### src/rtl/axi4_pkg.sv
// Shared AXI4 constants and the read-arbiter state encoding.
// Revision 1.0
`default_nettype none

package axi4_pkg;

    localparam logic [1:0] BURST_FIXED = 2'b00;
    localparam logic [1:0] BURST_INCR  = 2'b01;
    localparam logic [1:0] BURST_WRAP  = 2'b10;

    localparam logic [1:0] RESP_OKAY   = 2'b00;
    localparam logic [1:0] RESP_EXOKAY = 2'b01;
    localparam logic [1:0] RESP_SLVERR = 2'b10;
    localparam logic [1:0] RESP_DECERR = 2'b11;

    typedef enum logic [1:0] {
        ARB_IDLE = 2'd0,
        ARB_AR   = 2'd1,
        ARB_R    = 2'd2
    } arb_state_e;

endpackage

`default_nettype wire

### src/rtl/axi4_rr_pick.sv
// axi4_rr_pick: two-way combinational winner select, one-hot grant.
// Revision 1.0
`default_nettype none

module axi4_rr_pick (
    input  logic [1:0] req,
    input  logic       prio,
    input  logic       rr,
    output logic [1:0] grant
);

    // prio names the favoured master when both request; it only matters in round-robin mode.
    always_comb begin
        grant = 2'b00;
        if (req == 2'b11) begin
            grant = (rr && prio) ? 2'b10 : 2'b01;
        end else begin
            grant = req;
        end
    end

endmodule

`default_nettype wire

### src/rtl/axi4_rd_arbiter.sv
// axi4_rd_arbiter: shares one AXI4 read port between two masters, one burst in flight.
// Optional AXI4_RD_ARB_PERF_EN adds grant/wait performance counters. Revision 1.0
`default_nettype none

module axi4_rd_arbiter
    import axi4_pkg::*;
#(
    parameter int ADDR_W = 32,
    parameter int DATA_W = 32,
    parameter int ID_W   = 4,
    parameter int RR     = 1
) (
    input  logic              clock,
    input  logic              reset,

    input  logic              m0_arvalid,
    output logic              m0_arready,
    input  logic [ID_W-1:0]   m0_arid,
    input  logic [ADDR_W-1:0] m0_araddr,
    input  logic [7:0]        m0_arlen,
    input  logic [2:0]        m0_arsize,
    input  logic [1:0]        m0_arburst,
    output logic              m0_rvalid,
    input  logic              m0_rready,
    output logic [ID_W-1:0]   m0_rid,
    output logic [DATA_W-1:0] m0_rdata,
    output logic [1:0]        m0_rresp,
    output logic              m0_rlast,

    input  logic              m1_arvalid,
    output logic              m1_arready,
    input  logic [ID_W-1:0]   m1_arid,
    input  logic [ADDR_W-1:0] m1_araddr,
    input  logic [7:0]        m1_arlen,
    input  logic [2:0]        m1_arsize,
    input  logic [1:0]        m1_arburst,
    output logic              m1_rvalid,
    input  logic              m1_rready,
    output logic [ID_W-1:0]   m1_rid,
    output logic [DATA_W-1:0] m1_rdata,
    output logic [1:0]        m1_rresp,
    output logic              m1_rlast,

    output logic              out_arvalid,
    input  logic              out_arready,
    output logic [ID_W-1:0]   out_arid,
    output logic [ADDR_W-1:0] out_araddr,
    output logic [7:0]        out_arlen,
    output logic [2:0]        out_arsize,
    output logic [1:0]        out_arburst,
    input  logic              out_rvalid,
    output logic              out_rready,
    input  logic [ID_W-1:0]   out_rid,
    input  logic [DATA_W-1:0] out_rdata,
    input  logic [1:0]        out_rresp,
    input  logic              out_rlast
`ifdef AXI4_RD_ARB_PERF_EN
    ,
    output logic [31:0]       perf_grant0,
    output logic [31:0]       perf_grant1,
    output logic [31:0]       perf_wait
`endif
);

    localparam logic RR_EN = (RR != 0);

    arb_state_e state;
    logic       prio;
    logic       owner;
    logic [1:0] req;
    logic [1:0] grant;
    logic       idle;
    logic       in_r;
    logic       take0;
    logic       take1;
    logic       burst_done;

    assign req = {m1_arvalid, m0_arvalid};

    axi4_rr_pick u_pick (
        .req   (req),
        .prio  (prio),
        .rr    (RR_EN),
        .grant (grant)
    );

    assign idle       = (state == ARB_IDLE);
    assign in_r       = (state == ARB_R);
    assign m0_arready = idle & grant[0];
    assign m1_arready = idle & grant[1];
    assign take0      = m0_arvalid & m0_arready;
    assign take1      = m1_arvalid & m1_arready;

    // R channel is a pure mux onto the owner; the other master sees an all-zero channel.
    assign out_rready = in_r & (owner ? m1_rready : m0_rready);
    assign burst_done = out_rvalid & out_rready & out_rlast;
    assign m0_rvalid  = in_r & ~owner & out_rvalid;
    assign m1_rvalid  = in_r &  owner & out_rvalid;
    assign {m0_rid, m0_rdata, m0_rresp, m0_rlast} =
        (in_r & ~owner) ? {out_rid, out_rdata, out_rresp, out_rlast} : '0;
    assign {m1_rid, m1_rdata, m1_rresp, m1_rlast} =
        (in_r &  owner) ? {out_rid, out_rdata, out_rresp, out_rlast} : '0;

    always_ff @(posedge clock or negedge reset) begin
        if (!reset) begin
            state       <= ARB_IDLE;
            prio        <= 1'b0;
            owner       <= 1'b0;
            out_arvalid <= 1'b0;
            out_arid    <= '0;
            out_araddr  <= '0;
            out_arlen   <= '0;
            out_arsize  <= '0;
            out_arburst <= BURST_INCR;
        end else begin
            case (state)
                ARB_IDLE: begin
                    if (take0 | take1) begin
                        state       <= ARB_AR;
                        owner       <= take1;
                        out_arvalid <= 1'b1;
                        if (take1) begin
                            out_arid    <= m1_arid;
                            out_araddr  <= m1_araddr;
                            out_arlen   <= m1_arlen;
                            out_arsize  <= m1_arsize;
                            out_arburst <= m1_arburst;
                        end else begin
                            out_arid    <= m0_arid;
                            out_araddr  <= m0_araddr;
                            out_arlen   <= m0_arlen;
                            out_arsize  <= m0_arsize;
                            out_arburst <= m0_arburst;
                        end
                    end
                end
                ARB_AR: begin
                    if (out_arready) begin
                        out_arvalid <= 1'b0;
                        state       <= ARB_R;
                    end
                end
                ARB_R: begin
                    if (burst_done) begin
                        state <= ARB_IDLE;
                        if (RR_EN) begin
                            prio <= ~owner;
                        end
                    end
                end
                default: state <= ARB_IDLE;
            endcase
        end
    end

`ifdef AXI4_RD_ARB_PERF_EN
    logic waiting;
    assign waiting = (m0_arvalid & ~m0_arready) | (m1_arvalid & ~m1_arready);

    always_ff @(posedge clock or negedge reset) begin
        if (!reset) begin
            perf_grant0 <= '0;
            perf_grant1 <= '0;
            perf_wait   <= '0;
        end else begin
            if (take0) perf_grant0 <= perf_grant0 + 32'd1;
            if (take1) perf_grant1 <= perf_grant1 + 32'd1;
            if (waiting) perf_wait <= perf_wait + 32'd1;
        end
    end
`endif

endmodule

`default_nettype wire
### config.mk
export PLATFORM = sky130hd
export DESIGN_NAME = axi4_rd_arbiter
export DESIGN_NICKNAME = d
export VERILOG_FILES = /design/src/rtl/axi4_pkg.sv /design/src/rtl/axi4_rr_pick.sv /design/src/rtl/axi4_rd_arbiter.sv
export SDC_FILE = /design/constraint.sdc
export NUM_CORES = 1
export LEC_CHECK = 0
export BUFFER_PORTS_ARGS = -buffer_cell sky130_fd_sc_hd__buf_2
export CAP_MARGIN = 10
export CORE_AREA = 2 2 107 109
export DETAILED_ROUTE_END_ITERATION = 8
export DIE_AREA = 0 0 109 111
export PLACE_DENSITY = 0.64
export SKIP_LAST_GASP = 1
export SLEW_MARGIN = 20
export SYNTH_ARGS = -nofsm -noshare
export SYNTH_HDL_FRONTEND = slang
export SYNTH_SLANG_ARGS = --single-unit
### constraint.sdc
create_clock -name clock -period 2.24 [get_ports clock]
set_input_delay 0.112 -clock clock [delete_from_list [all_inputs] [get_ports clock]]
set_output_delay 0.112 -clock clock [all_outputs]
set_load 0.05 [all_outputs]
Word level (Yosys, flattened, before mapping)
Cells that the tools add are included.
{"block": "totals", "regBits": 54, "out_inout_bits": 133, "in_bits": 145}
{"block": "op_classes", "eq_ne": 6, "mux": 17, "n_reduce_logical": 6, "bitwise_logic": 13}
{"op": "39-bit 2-to-1 mux", "n": 2}
{"op": "32-bit 2-to-1 mux", "n": 1}
{"op": "2-bit 2-to-1 mux", "n": 6}
{"op": "1-bit AND", "n": 11}
{"op": "8-bit 2-to-1 mux", "n": 1}
{"op": "2-bit case mux with 3 select lines", "n": 1}
{"op": "3-bit AND reduction", "n": 2}
{"op": "2-bit equality test, second input constant", "n": 2}
{"op": "4-bit 2-to-1 mux", "n": 1}
{"op": "2-bit by 1-bit inequality test with 1-bit output, second input constant", "n": 2}
{"op": "2-bit AND reduction", "n": 2}
{"op": "1-bit 2-to-1 mux", "n": 3}
{"op": "3-bit 2-to-1 mux", "n": 1}
{"op": "2-bit by 1-bit equality test with 1-bit output, second input constant", "n": 1}
{"op": "2-bit zero test", "n": 1}
{"op": "2-bit inequality test, second input constant", "n": 1}
{"op": "1-bit case mux with 2 select lines", "n": 1}
{"op": "2-bit nonzero test", "n": 1}
{"op": "1-bit inverter", "n": 1}
{"op": "1-bit bitwise OR", "n": 1}

Logic depth before layout (Yosys ltp)
Gate-level depths: netlist (run 1).
{"block": "depth", "word_depth": 7, "mapped_depth": 6, "ltp_nobuf": 4}

Cells and area by module
Synthesis (run 1) repeated with hierarchy kept, for this count alone.
{"block": "unflattened", "hier_cells": 283, "area_unflattened_um2": 2989.1}
{"mod": "axi4_rd_arbiter", "cells_per_inst": 279, "area_each_um2": 2967.8, "n_inst": 1}
{"mod": "axi4_rr_pick", "cells_per_inst": 4, "area_each_um2": 21.3, "n_inst": 1}

Worst setup path after synthesis (run 1)
Ideal clock, no wire load.
{"block": "synth_timing", "path_kind": "register to output", "start": "register state[0]", "end": "output m0_arready", "path_stages_with_launch": 6, "path_slack_ps": 438, "t_arrival_ps": 1690, "path_cell_list": "dfrtp_1 -> nor2_1 -> buf_4 -> clkbuf_1 -> nand2_1 -> a21oi_1"}
{"block": "synth_via", "elab_chain_cells": 2}
{"element": "from (decl)", "line": "axi4_rd_arbiter.sv:67", "text": "arb_state_e state;"}
{"element": "from (signal assigned)", "line": "axi4_rd_arbiter.sv:106", "text": "state <= ARB_IDLE;"}
{"element": "from (signal assigned)", "line": "axi4_rd_arbiter.sv:119", "text": "state <= ARB_AR;"}
{"element": "from (signal assigned)", "line": "axi4_rd_arbiter.sv:140", "text": "state <= ARB_R;"}
{"element": "2-bit zero test", "line": "axi4_rd_arbiter.sv:87", "text": "assign idle = (state == ARB_IDLE);"}
{"element": "1-bit AND", "line": "axi4_rd_arbiter.sv:89", "text": "assign m0_arready = idle & grant[0];"}
{"element": "to (decl)", "line": "axi4_rd_arbiter.sv:17", "text": "output logic m0_arready,"}
Every way passes these cells.

Worst setup path in the final report (run 1)
Same ends and word-level chain as after synthesis.

==> metrics.md, run 1 <==
| Metric | Value |
|---|---|
| Async set or reset register ratio after synthesis | 100.0% |
| Drt total wl | 12930 um |
| Final hold violation count | 0 |
| Number of antenna violations at the first check in global routing | 1 |
| Vias in the first global route | 3811 |
| CP Capture Type | output pin |
| Required time reported for the critical path endpoint | 2.13 ns |
| Clock tree from TritonCTS | done |
| Total power after layout | 7.562 mW |
| Post-Synthesis Cell Area | 3448 um2 |
| Drt pass-1 iters | 4 |
| Number of buffers between clock root and the deepest sink | 2 |
| Utilization of the core after routing | 45.45% |
| Run status | completed |
| Worst Path Class, Setup | flip-flop to output pin |
| Clk_lat worst skew | 0.29 ns |
| Worst supply voltage drop on vdd | 0.7544 mV |
| Count of flip-flops with a built-in enable after synthesis | 0 |
| Initial Util | 31.13% |
| Post-detailed-route count of antenna-violating nets | 0 |
| Count of input and output buffers | 277 |
| Fraction of final layout cells sized beyond drive strength 1 | a little over 50% |
| Vias/cell | 5.222 |
| Die width | 109 um |
| Leakage power summed over all cells | 2.907 nW |
| Pre-CTS worst setup slack | 0.4604 ns |
| Setup Buffers After CTS | 0 |
| Final setup violation count | 0 |
| Post-detailed-placement half-perimeter wirelength | between 9000 and 10000 um |
| Level count of the clock H-tree | 2 |
| Unrepaired setup endpoints after global routing | no |
| Layout Area Growth over Synthesis | 46.01% |
| Max-slew violation count | 0 |
| Wire length of the first global-routing pass | 19710 um |
| Max Clk Rate | 493.3 MHz |
| Sinks on Clock Net | 54 |
| Vert. Die Dim | 111 um |
| Worst hold-check path type | input port to flip-flop |
| Headroom to the max-slew limit | 53.66% |
| First DRT Iteration DRCs | 274 |
| Total Negative Setup Slacks | 0 ns |
| Synthesized Nets | 494 |
| Final clock skew | 0.004814 ns |
| Yosys synthesis warning count | 0 |
| Post-synthesis register bit count | 54 |
| Placer Congestion | 0.8350 |
| Final critical-path required period | 2.027 ns |
| Clock slew at reported path FFs | 0.07 ns |
| Overall global routing resource usage | 20.55% |
| Number of rows in the core area | 39 |
| Area of the core | 11080 um2 |
| Max_cap viols | 0 |
| DR WL/cell | 17.41 um |
| Post-layout net count | 743 |
| Count of mapped cells out of synthesis | 349 |
| Maximum number of pins on one net before global-route repair | 66 |
| Number of buffers inserted during clock tree synthesis | 5 |
| Largest fanout of any net on the critical path | 65 |
| Part of the Yosys area used for sequential elements | 39.22% |
| Signal arrival time at the worst endpoint | 1.92 ns |
| Setup WS post-layout | 0.2130 ns |
| Per-instance average area after synthesis | 9.881 um2 |
| Leftover overflow at the end of global routing | 0 |
| Final cycle utilization of the critical path | 90.49% |
| Worst slew pin tran | ~0.70 ns |
| Library cells used by synthesis | 26 |
| Buffer type at the clock tree root | sky130_fd_sc_hd__clkbuf_16 |
| Area of the die | 12100 um2 |
| Most used flip-flop cell after synthesis | sky130_fd_sc_hd__dfrtp_1 |
| Worst hold slack after final layout | 0.01738 ns |
| Top Ports | 278 |
| Vias after detailed routing | 3880 |
| Cell area power density | 1502 nW/um2 |
| Crit start category | flip-flop |
| Post-route DRC violation count | 0 |
==> sequential cells by signal, indices dropped and copies added, names as in the netlist, 2 cells and up <==
name and flops:
out_araddr 32, out_arburst 2, out_arid 4, out_arlen 8, out_arsize 3, state 2
==> worst max-delay path, cell delays in order (launching register included) <==
cell	delay (ns)
sky130_fd_sc_hd__dfrtp_1	0.43
sky130_fd_sc_hd__nor2_4	0.19
sky130_fd_sc_hd__buf_4	0.44
sky130_fd_sc_hd__nand2_1	0.11
sky130_fd_sc_hd__a21oi_1	0.13
sky130_fd_sc_hd__buf_2	0.30
==> where the power goes <==
group          switching [mW]  total [mW]  internal (mW)
clock                   0.359       0.775          0.416
combinational            3.60        4.99           1.39
sequential              0.316        1.79           1.48
total                    4.28        7.56           3.28
==> layer usage <==
layer / track usage (%) / vias up / wire, um
met5: 0 / - / 0
met2: 37.02 / 191 / 6563
li1: - / 1819 / -
met4: 5.641 / 0 / 200
met3: 4.527 / 15 / 1039
met1: 24.06 / 1855 / 5129
==> layout make-up <==
class                      instances  area, um2
timing repair buffer             286       1469
inverter                           2      7.507
sequential                        54       1353
clock buffer                       6      128.9
tap                              143      178.9
multi-input combinational        249       1882
fill                            1118       6042
clock inverter                     2      13.76
antenna                            1      2.502
==> logic make-up after synthesis <==
family / synth area share (%)
AO/OA/AOI/OAI: 14.88
buffers and inverters: 6.713
flip-flops: 39.22
multiplexers: 0.6168
AND/OR/NAND/NOR: 38.57
==> final timing paths <==
check / end / cells after the start / start / slack, ns
setup / recovery: m0_arready / 5 / state[0]$_DFFE_PN0P_ / 0.21
hold / removal: state[0]$_DFFE_PN0P_ / 2 / out_arready / 0.02
setup reg to reg: out_arsize[0]$_DFFE_PN0P_ / 4 / state[0]$_DFFE_PN0P_ / 0.55
hold reg to reg: out_arvalid$_DFFE_PN0P_ / 2 / out_arvalid$_DFFE_PN0P_ / 0.50
max in group asynchronous: out_arvalid$_DFFE_PN0P_ / 3 / reset / 1.29
min in group asynchronous: out_araddr[6]$_DFFE_PN0P_ / 3 / reset / 0.47
==> layout by cell type (no fill, tap or decap), types with 2 or more instances in the layout <==
master / n
sky130_fd_sc_hd__and4_1: 49
sky130_fd_sc_hd__nand2_1: 4
sky130_fd_sc_hd__buf_2: 277
sky130_fd_sc_hd__nor2_2: 2
sky130_fd_sc_hd__a221o_1: 49
sky130_fd_sc_hd__clkbuf_16: 5
sky130_fd_sc_hd__and2_1: 80
sky130_fd_sc_hd__dfrtp_1: 53
sky130_fd_sc_hd__nand2b_1: 2
sky130_fd_sc_hd__inv_2: 2
sky130_fd_sc_hd__buf_4: 7
sky130_fd_sc_hd__and3_1: 49
==> cell usage after synthesis (all sizes together), types with 2 or more instances <==
cell,number,area [um2]
buf,15,115.1
nand2,5,26.27
and2,80,500.5
and4,49,429.2
nor2,4,15.01
nand2b,3,26.27
o21ai,2,10.00
clkbuf,29,108.9
a221o,49,490.5
dfrtp,53,1326
inv,2,7.510
and3,49,306.5
==> what timing repair did <==
action	in CTS	in global routing
gates resized for setup	0	0
hold buffers	1	0
endpoints found under the hold margin	53	0
==> per-stage QoR <==
step	cells	instance area, um2
2_1_floorplan	349	3448
3_3_place_gp	733	4880
3_5_place_dp	733	4880
4_1_cts	742	5032
5_1_grt	743	5035
6_report	743	5035
Note: power is estimated with default switching activity, not from simulation.
==> run 2, diff against run 1 <==
CAP_MARGIN = default   (was 10)
PLACE_DENSITY = 0.6   (was 0.64)
SYNTH_HIERARCHICAL = 1   (was default)
==> metrics.md, run 2 <==
| Metric | Value |
|---|---|
| Run status | completed (unchanged) |
| Final cycle utilization of the critical path | 87.40% (was 90.49%) |
| Library cells used by synthesis | 29 (was 26) |
| Final setup violation count | 0 (unchanged) |
| Count of input and output buffers | 277 (unchanged) |
| Synth Area in Simple Gates | 30.22% (was 38.57%) |
| Utilization of the core after routing | 42.53% (was 45.45%) |
| Max Clk Rate | 510.8 MHz (was 493.3 MHz) |
| Number of buffers inserted during clock tree synthesis | 5 (unchanged) |
| Max-slew violation count | 0 (unchanged) |
| Commonest non-fill, non-tap cells in the layout | sky130_fd_sc_hd__buf_2 (277), sky130_fd_sc_hd__and2_1 (82), sky130_fd_sc_hd__dfrtp_1 (53), sky130_fd_sc_hd__nand2b_1 (50), sky130_fd_sc_hd__o221a_2 (39) (was sky130_fd_sc_hd__buf_2 (277), sky130_fd_sc_hd__and2_1 (80), sky130_fd_sc_hd__dfrtp_1 (53)) |
| Buffer type at the clock tree root | sky130_fd_sc_hd__clkbuf_16 (unchanged) |
| Flip-flop count of the largest register, all copies and words added | 32 (unchanged) |
| Clock tree from TritonCTS | done (unchanged) |
| Vias/cell | 4.653 (was 5.222) |
| Fraction of final layout cells sized beyond drive strength 1 | 61.33% (was 50.42%) |
| Clock slew at reported path FFs | 0.07 ns (about the same) |
| Adder-cell share of the synthesized area | 0% (unchanged) |
| Post-detailed-route count of antenna-violating nets | 0 (unchanged) |
| Clk_lat worst skew | 0.29 ns (about the same) |
| Post-synthesis mux area share | 0.7116% (was 0.6168%) |
| Total power after layout | 6.997 mW (was 7.562 mW) |
| Maximum number of pins on one net before global-route repair | 50 (was 66) |
| Count of flip-flops with a built-in enable after synthesis | 0 (unchanged) |
| Cell area power density | 1485 nW/um2 (was 1502 nW/um2) |
| Count of mapped cells out of synthesis | 283 (was 349) |
| Leftover overflow at the end of global routing | 0 (unchanged) |
| Portion of synthesized cell area occupied by the leading cell type | 44.37% (was 38.46%) |
| Part of the Yosys area used for sequential elements | 45.25% (was 39.22%) |
| Most used flip-flop cell after synthesis | sky130_fd_sc_hd__dfrtp_1 (unchanged) |
| Die width | 109 um (unchanged) |
| Crit start category | flip-flop (unchanged) |
| Synth area leader | sky130_fd_sc_hd__dfrtp_1 (unchanged) |
| Required time reported for the critical path endpoint | 2.13 ns (about the same) |
| Hold-fix buffer count after cts | 1 (unchanged) |
| Layout Area Growth over Synthesis | 57.60% (was 46.01%) |
| DR WL/cell | 15.28 um (was 17.41 um) |
| Signal arrival time at the worst endpoint | 1.85 ns (was 1.92 ns) |
| Overall global routing resource usage | 17.04% (was 20.55%) |
| CP Capture Type | output pin (unchanged) |
| Largest register by flop count | out_araddr (unchanged) |
| Post-route DRC violation count | 0 (unchanged) |
| Number of antenna violations at the first check in global routing | 1 (unchanged) |
| Post-detailed-placement half-perimeter wirelength | 8318 um (was 9390 um) |
| Yosys synthesis warning count | 6 (was 0) |
| Number of rows in the core area | 39 (unchanged) |
| Setup slack on the worst flop-to-flop path | 0.68 ns (was 0.55 ns) |
| First DRT Iteration DRCs | 178 (was 274) |
| Final hold violation count | 0 (unchanged) |
| Top Ports | 278 (unchanged) |
| Sinks on Clock Net | 54 (unchanged) |
| Hold Crit Depth | 2 (unchanged) |
| Post-synthesis register bit count | 54 (unchanged) |
| Vias after detailed routing | 3257 (was 3880) |
| Worst Path Class, Setup | flip-flop to output pin (unchanged) |
| Most numerous cell in the Yosys netlist | sky130_fd_sc_hd__and2_1 (unchanged) |
| Wire length of the first global-routing pass | 16150 um (was 19710 um) |
| Final critical-path required period | 1.958 ns (was 2.027 ns) |
| Post-synthesis compound-gate area fraction | 19.97% (was 14.88%) |
| Largest fanout of any net on the critical path | 40 (was 65) |
| Area of the core | 11080 um2 (unchanged) |
| Unrepaired setup endpoints after global routing | no (unchanged) |
| Combinational family with the most area after synthesis | simple AND/OR/NAND/NOR gates (unchanged) |
| Leakage power summed over all cells | 2.439 nW (was 2.907 nW) |
| Post-layout net count | 700 (was 743) |
| Area of the die | 12100 um2 (unchanged) |
| Final clock skew | 0.002795 ns (was 0.004814 ns) |
| Setup Buffers After CTS | 0 (unchanged) |
| Number of buffers between clock root and the deepest sink | 2 (unchanged) |
| Drt pass-1 iters | 4 (unchanged) |
| Post-cts sizing count | 0 (unchanged) |
| Worst hold-check path type | input port to flip-flop (unchanged) |
| Cell area after layout | 4711 um2 (was 5035 um2) |
| Most frequent standard cell in the layout excluding fill and tap cells | sky130_fd_sc_hd__buf_2 (unchanged) |
| Vias in the first global route | 3200 (was 3811) |
| Most common library cells after synthesis | sky130_fd_sc_hd__and2_1 (82), sky130_fd_sc_hd__dfrtp_1 (53), sky130_fd_sc_hd__nand2b_1 (50) (was sky130_fd_sc_hd__and2_1 (80), sky130_fd_sc_hd__dfrtp_1 (53), sky130_fd_sc_hd__a221o_1 (49), sky130_fd_sc_hd__and3_1 (49), sky130_fd_sc_hd__and4_1 (49)) |
| Cell count of the worst reg-to-reg path | 5 (was 4) |
| Registers with the highest flip-flop counts | out_araddr: 32 flops, out_arlen: 8 flops, out_arid: 4 flops (unchanged) |
| Worst supply voltage drop on vdd | 0.6829 mV (was 0.7544 mV) |
| Vert. Die Dim | 111 um (unchanged) |
| Worst hold slack after final layout | 0.1002 ns (was 0.01738 ns) |
| Max_cap viols | 0 (unchanged) |
| Area contributors post-synth | sky130_fd_sc_hd__dfrtp_1 (44%), sky130_fd_sc_hd__and2_1 (17%), sky130_fd_sc_hd__o221a_2 (15%) (was sky130_fd_sc_hd__dfrtp_1 (38%), sky130_fd_sc_hd__and2_1 (15%), sky130_fd_sc_hd__a221o_1 (14%)) |
| Placer Congestion | 0.7922 (was 0.8350) |
| Async set or reset register ratio after synthesis | 100.0% (unchanged) |
| Drt total wl | 10700 um (was 12930 um) |
| Initial Util | 26.99% (was 31.13%) |
| Cell area reported after detailed placement | 4547 um2 (was 4880 um2) |
| Level count of the clock H-tree | 2 (unchanged) |
| Per-instance average area after synthesis | 10.56 um2 (was 9.881 um2) |
| XOR/XNOR share of the synthesized area | 0% (unchanged) |
| Post-Synthesis Cell Area | 2989 um2 (was 3448 um2) |
| Total Negative Setup Slacks | 0 ns (unchanged) |
==> run 2: final cells by class <==
type                    count  area, um2
clock buffers               5      125.1
inverters                   2      7.507
well taps                 143      178.9
repair buffers            287       1476
fillers                  1104       6366
diodes                      1      2.502
multi-input cells         205       1541
clock inverters             3      26.28
flip-flops and latches     54       1353
==> run 2: final timing paths <==
check                                        startpoint                    endpoint
worst min register to register  out_arvalid$_DFFE_PN0P_     out_arvalid$_DFFE_PN0P_
max in group asynchronous                         reset  out_arburst[0]$_DFFE_PN1P_
worst min-delay path                      m0_araddr[11]  out_araddr[11]$_DFFE_PN0P_
min in group asynchronous                         reset    out_arlen[7]$_DFFE_PN0P_
worst max register to register         prio$_DFFE_PN0P_    out_arlen[0]$_DFFE_PN0P_
worst max-delay path               state[0]$_DFFE_PN0P_                m1_rdata[30]
==> run 2: report_power, final <==
part | internal (mW) | switching, mW
combinational | 1.23 | 3.28
clock | 0.421 | 0.361
sequential | 1.45 | 0.260
==> run 2: metrics by stage <==
step | setup slack, ns | instances
6_report | 0.2823 | 700
5_1_grt | 0.1334 | 699
4_1_cts | 0.2512 | 699
3_5_place_dp | 0.5775 | 690
3_3_place_gp | 0.6243 | 690
2_1_floorplan | 0.7055 | 284
==> run 2: logic make-up (layout without fill, tap and decap cells) <==
| logic type | Yosys count | after routing |
|---|---|---|
| AND/OR/NAND/NOR | 146 | 146 |
| multiplexers | 2 | 2 |
| flip-flops | 54 | 54 |
| other | 1 | 3 |
| AO/OA/AOI/OAI | 55 | 55 |
| buffers and inverters | 25 | 297 |
==> run 2: routing by layer <==
metal / vias up / GRT usage [%] / wire length (um)
li1: 1538 / - / -
met1: 1547 / 20.16 / 4368
met2: 162 / 30.72 / 5344
met3: 10 / 3.586 / 838
met4: 0 / 4.444 / 146
met5: - / 0 / 0
==> run 2: worst max-delay path, stage by stage, from the launching register on <==
cell	delay, ns
sky130_fd_sc_hd__dfrtp_1	0.42
sky130_fd_sc_hd__nand2b_1	0.24
sky130_fd_sc_hd__nor2_2	0.11
sky130_fd_sc_hd__buf_4	0.29
sky130_fd_sc_hd__and2_1	0.22
sky130_fd_sc_hd__buf_2	0.28
==> run 3, diff against run 2 <==
SETUP_SLACK_MARGIN = 0.5   (was default)
==> metrics.md, run 3 (synthesized netlist as in run 2, its figures left out) <==
| Metric | Value |
|---|---|
| Drt total wl | 11280 um (was 10700 um) |
| Final critical-path required period | 1.734 ns (was 1.958 ns) |
| Drt pass-1 iters | 4 (unchanged) |
| Fraction of final layout cells sized beyond drive strength 1 | 62.08% (was 61.33%) |
| Total power after layout | 7.373 mW (was 6.997 mW) |
| Unrepaired setup endpoints after global routing | yes (was no) |
| Area of the core | 11080 um2 (unchanged) |
| Final hold violation count | 0 (unchanged) |
| Worst-path cell chain | nand2b_4, nor2_4, bufbuf_16, and2_1, buf_6 (was nand2b_1, nor2_2, buf_4, and2_1, buf_2) |
| Overall global routing resource usage | 17.82% (was 17.04%) |
| Post-detailed-placement half-perimeter wirelength | 8318 um (unchanged) |
| Crit-path max cell delay | 0.39 ns (was 0.42 ns) |
| CP Capture Type | output pin (unchanged) |
| Final clock skew | 0.003205 ns (was 0.002795 ns) |
| Met2 track demand over resource in global routing | 32.17% (was 30.72%) |
| Level count of the clock H-tree | 2 (unchanged) |
| Die width | 109 um (unchanged) |
| Leftover overflow at the end of global routing | 0 (unchanged) |
| Area of the die | 12100 um2 (unchanged) |
| Busiest layer in global routing | met2 (unchanged) |
| CP max-delay cell | sky130_fd_sc_hd__dfrtp_1 (unchanged) |
| Hold Crit Depth | 2 (unchanged) |
| Largest register by flop count | out_araddr (unchanged) |
| Flip-flop count of the largest register, all copies and words added | 32 (unchanged) |
| Max_cap viols | 0 (unchanged) |
| Post-detailed-route count of antenna-violating nets | 0 (unchanged) |
| Final setup violation count | 0 (unchanged) |
| Global routing met3 resource utilization | 3.998% (was 3.586%) |
| Post-layout net count | 703 (was 700) |
| Number of rows in the core area | 39 (unchanged) |
| Worst hold slack after final layout | 0.09991 ns (was 0.1002 ns) |
| Max Clk Rate | 576.8 MHz (was 510.8 MHz) |
| Wire length of the first global-routing pass | 16860 um (was 16150 um) |
| Final cycle utilization of the critical path | 77.40% (was 87.40%) |
| Most frequent standard cell in the layout excluding fill and tap cells | sky130_fd_sc_hd__buf_2 (unchanged) |
| Max-slew violation count | 0 (unchanged) |
| Clock slew at reported path FFs | 0.07 ns (about the same) |
| Vias after detailed routing | 3294 (was 3257) |
| Vert. Die Dim | 111 um (unchanged) |
| Layout Area Growth over Synthesis | 70.03% (was 57.60%) |
| Maximum number of pins on one net before global-route repair | 50 (unchanged) |
| Signal arrival time at the worst endpoint | 1.62 ns (was 1.85 ns) |
| Top Ports | 278 (unchanged) |
| Clock tree from TritonCTS | done (unchanged) |
| Number of buffers between clock root and the deepest sink | 2 (unchanged) |
| Crit start category | flip-flop (unchanged) |
| Worst Path Class, Setup | flip-flop to output pin (unchanged) |
| Vias in the first global route | 3339 (was 3200) |
| Total Negative Setup Slacks | 0 ns (unchanged) |
| Initial Util | 26.99% (unchanged) |
| Number of antenna violations at the first check in global routing | 1 (unchanged) |
| Registers with the highest flip-flop counts | out_araddr: 32 flops, out_arlen: 8 flops, out_arid: 4 flops (unchanged) |
| Utilization of the core after routing | 45.88% (was 42.53%) |
| Buffer type at the clock tree root | sky130_fd_sc_hd__clkbuf_16 (unchanged) |
| Leakage power summed over all cells | 2.488 nW (was 2.439 nW) |
| First DRT Iteration DRCs | 162 (was 178) |
| Cell count of the worst reg-to-reg path | 5 (unchanged) |
| Met1 Use GR | 20.67% (was 20.16%) |
| Clk_lat worst skew | 0.29 ns (about the same) |
| Commonest non-fill, non-tap cells in the layout | sky130_fd_sc_hd__buf_2 (197), sky130_fd_sc_hd__and2_1 (81), sky130_fd_sc_hd__buf_4 (65), sky130_fd_sc_hd__dfrtp_1 (52), sky130_fd_sc_hd__nand2b_1 (49) (was sky130_fd_sc_hd__buf_2 (277), sky130_fd_sc_hd__and2_1 (82), sky130_fd_sc_hd__dfrtp_1 (53), sky130_fd_sc_hd__nand2b_1 (50), sky130_fd_sc_hd__o221a_2 (39)) |
| Worst hold-check path type | input port to flip-flop (unchanged) |
| Vias/cell | 4.686 (was 4.653) |
| Number of buffers inserted during clock tree synthesis | 5 (unchanged) |
| Count of input and output buffers | 277 (unchanged) |
| Sinks on Clock Net | 54 (unchanged) |
| Post-route DRC violation count | 0 (unchanged) |
| Cell area power density | 1451 nW/um2 (was 1485 nW/um2) |
| Worst supply voltage drop on vdd | 0.6854 mV (was 0.6829 mV) |
| Placer Congestion | 0.7922 (unchanged) |
| Run status | completed (unchanged) |
| Required time reported for the critical path endpoint | 2.13 ns (about the same) |
| Largest fanout of any net on the critical path | 20 (was 40) |
| Total of fill cells in the finished design | 1063 (was 1104) |
| DR WL/cell | 16.05 um (was 15.28 um) |
==> run 3: cell types whose count changed in the layout (fill, tap and decap cells not counted), sizes merged <==
cell | before | now
buf | 286 | 287
bufbuf | 0 | 1
clkbuf | 5 | 6
==> run 3: worst paths after layout <==
check / startpoint / to / slack, ns
min: m0_araddr[11] / out_araddr[11]$_DFFE_PN0P_ / 0.1
min reg2reg: out_arvalid$_DFFE_PN0P_ / out_arvalid$_DFFE_PN0P_ / 0.49
max: state[0]$_DFFE_PN0P_ / m0_rdata[26] / 0.51
max reg2reg: prio$_DFFE_PN0P_ / out_araddr[21]$_DFFE_PN0P_ / 0.67
max in group asynchronous: reset / out_arburst[0]$_DFFE_PN1P_ / 1.42
min in group asynchronous: reset / out_arlen[7]$_DFFE_PN0P_ / 0.22
==> run 3: per-stage QoR <==
step                std cells  worst slack (ns)  cell area, um2
global placement          690            0.6243            4547
detailed placement        690            0.5775            4547
floorplan                 284            0.7055            2993
finish                    703            0.5062            5082
CTS                       701            0.5077            5001
global route              702            0.4276            5080
==> run 3: metal layers <==
layer	vias to the layer above	share of wire [%]
met2	166	51
met1	1569	39
met4	0	1.4
li1	1547	-
met5	-	0
met3	12	8.4
==> run 3: area by class of cell <==
| cell class | count | area (um2) | share of cell area, % |
|---|---|---|---|
| clock inverter | 3 | 26.28 | 0.5170 |
| clock buffer | 5 | 125.1 | 2.462 |
| inverter | 2 | 7.507 | 0.1477 |
| antenna | 1 | 2.502 | 0.04924 |
| tap | 143 | 178.9 | 3.520 |
| timing repair buffer | 290 | 1832 | 36.04 |
| sequential | 54 | 1354 | 26.64 |
| multi-input combinational | 205 | 1556 | 30.63 |
==> run 3: worst max-delay path: cells and delay by family (launching register included) <==
family,cells,cell delay (ns)
buf+inv,2,0.45
flops,1,0.39
simple gates,3,0.48
==> run 3: what timing repair did <==
| item | CTS | global route |
|---|---|---|
| cloned | 1 | 0 |
| endpoints found under the setup margin | 80 | 56 |
| resized for setup | 93 | 20 |
| buffers inserted | 1 | 1 |
| hold buffers | 1 | 0 |
| pin swaps | 0 | 1 |
| endpoints found under the hold margin | 9 | 0 |
==> run 3: power by group <==
part           internal [mW]  switching (mW)  leakage (nW)  total (mW)
logic                   1.52            3.36          1.82        4.88
registers               1.45           0.263         0.596        1.72
clock network          0.421           0.362        0.0740       0.783
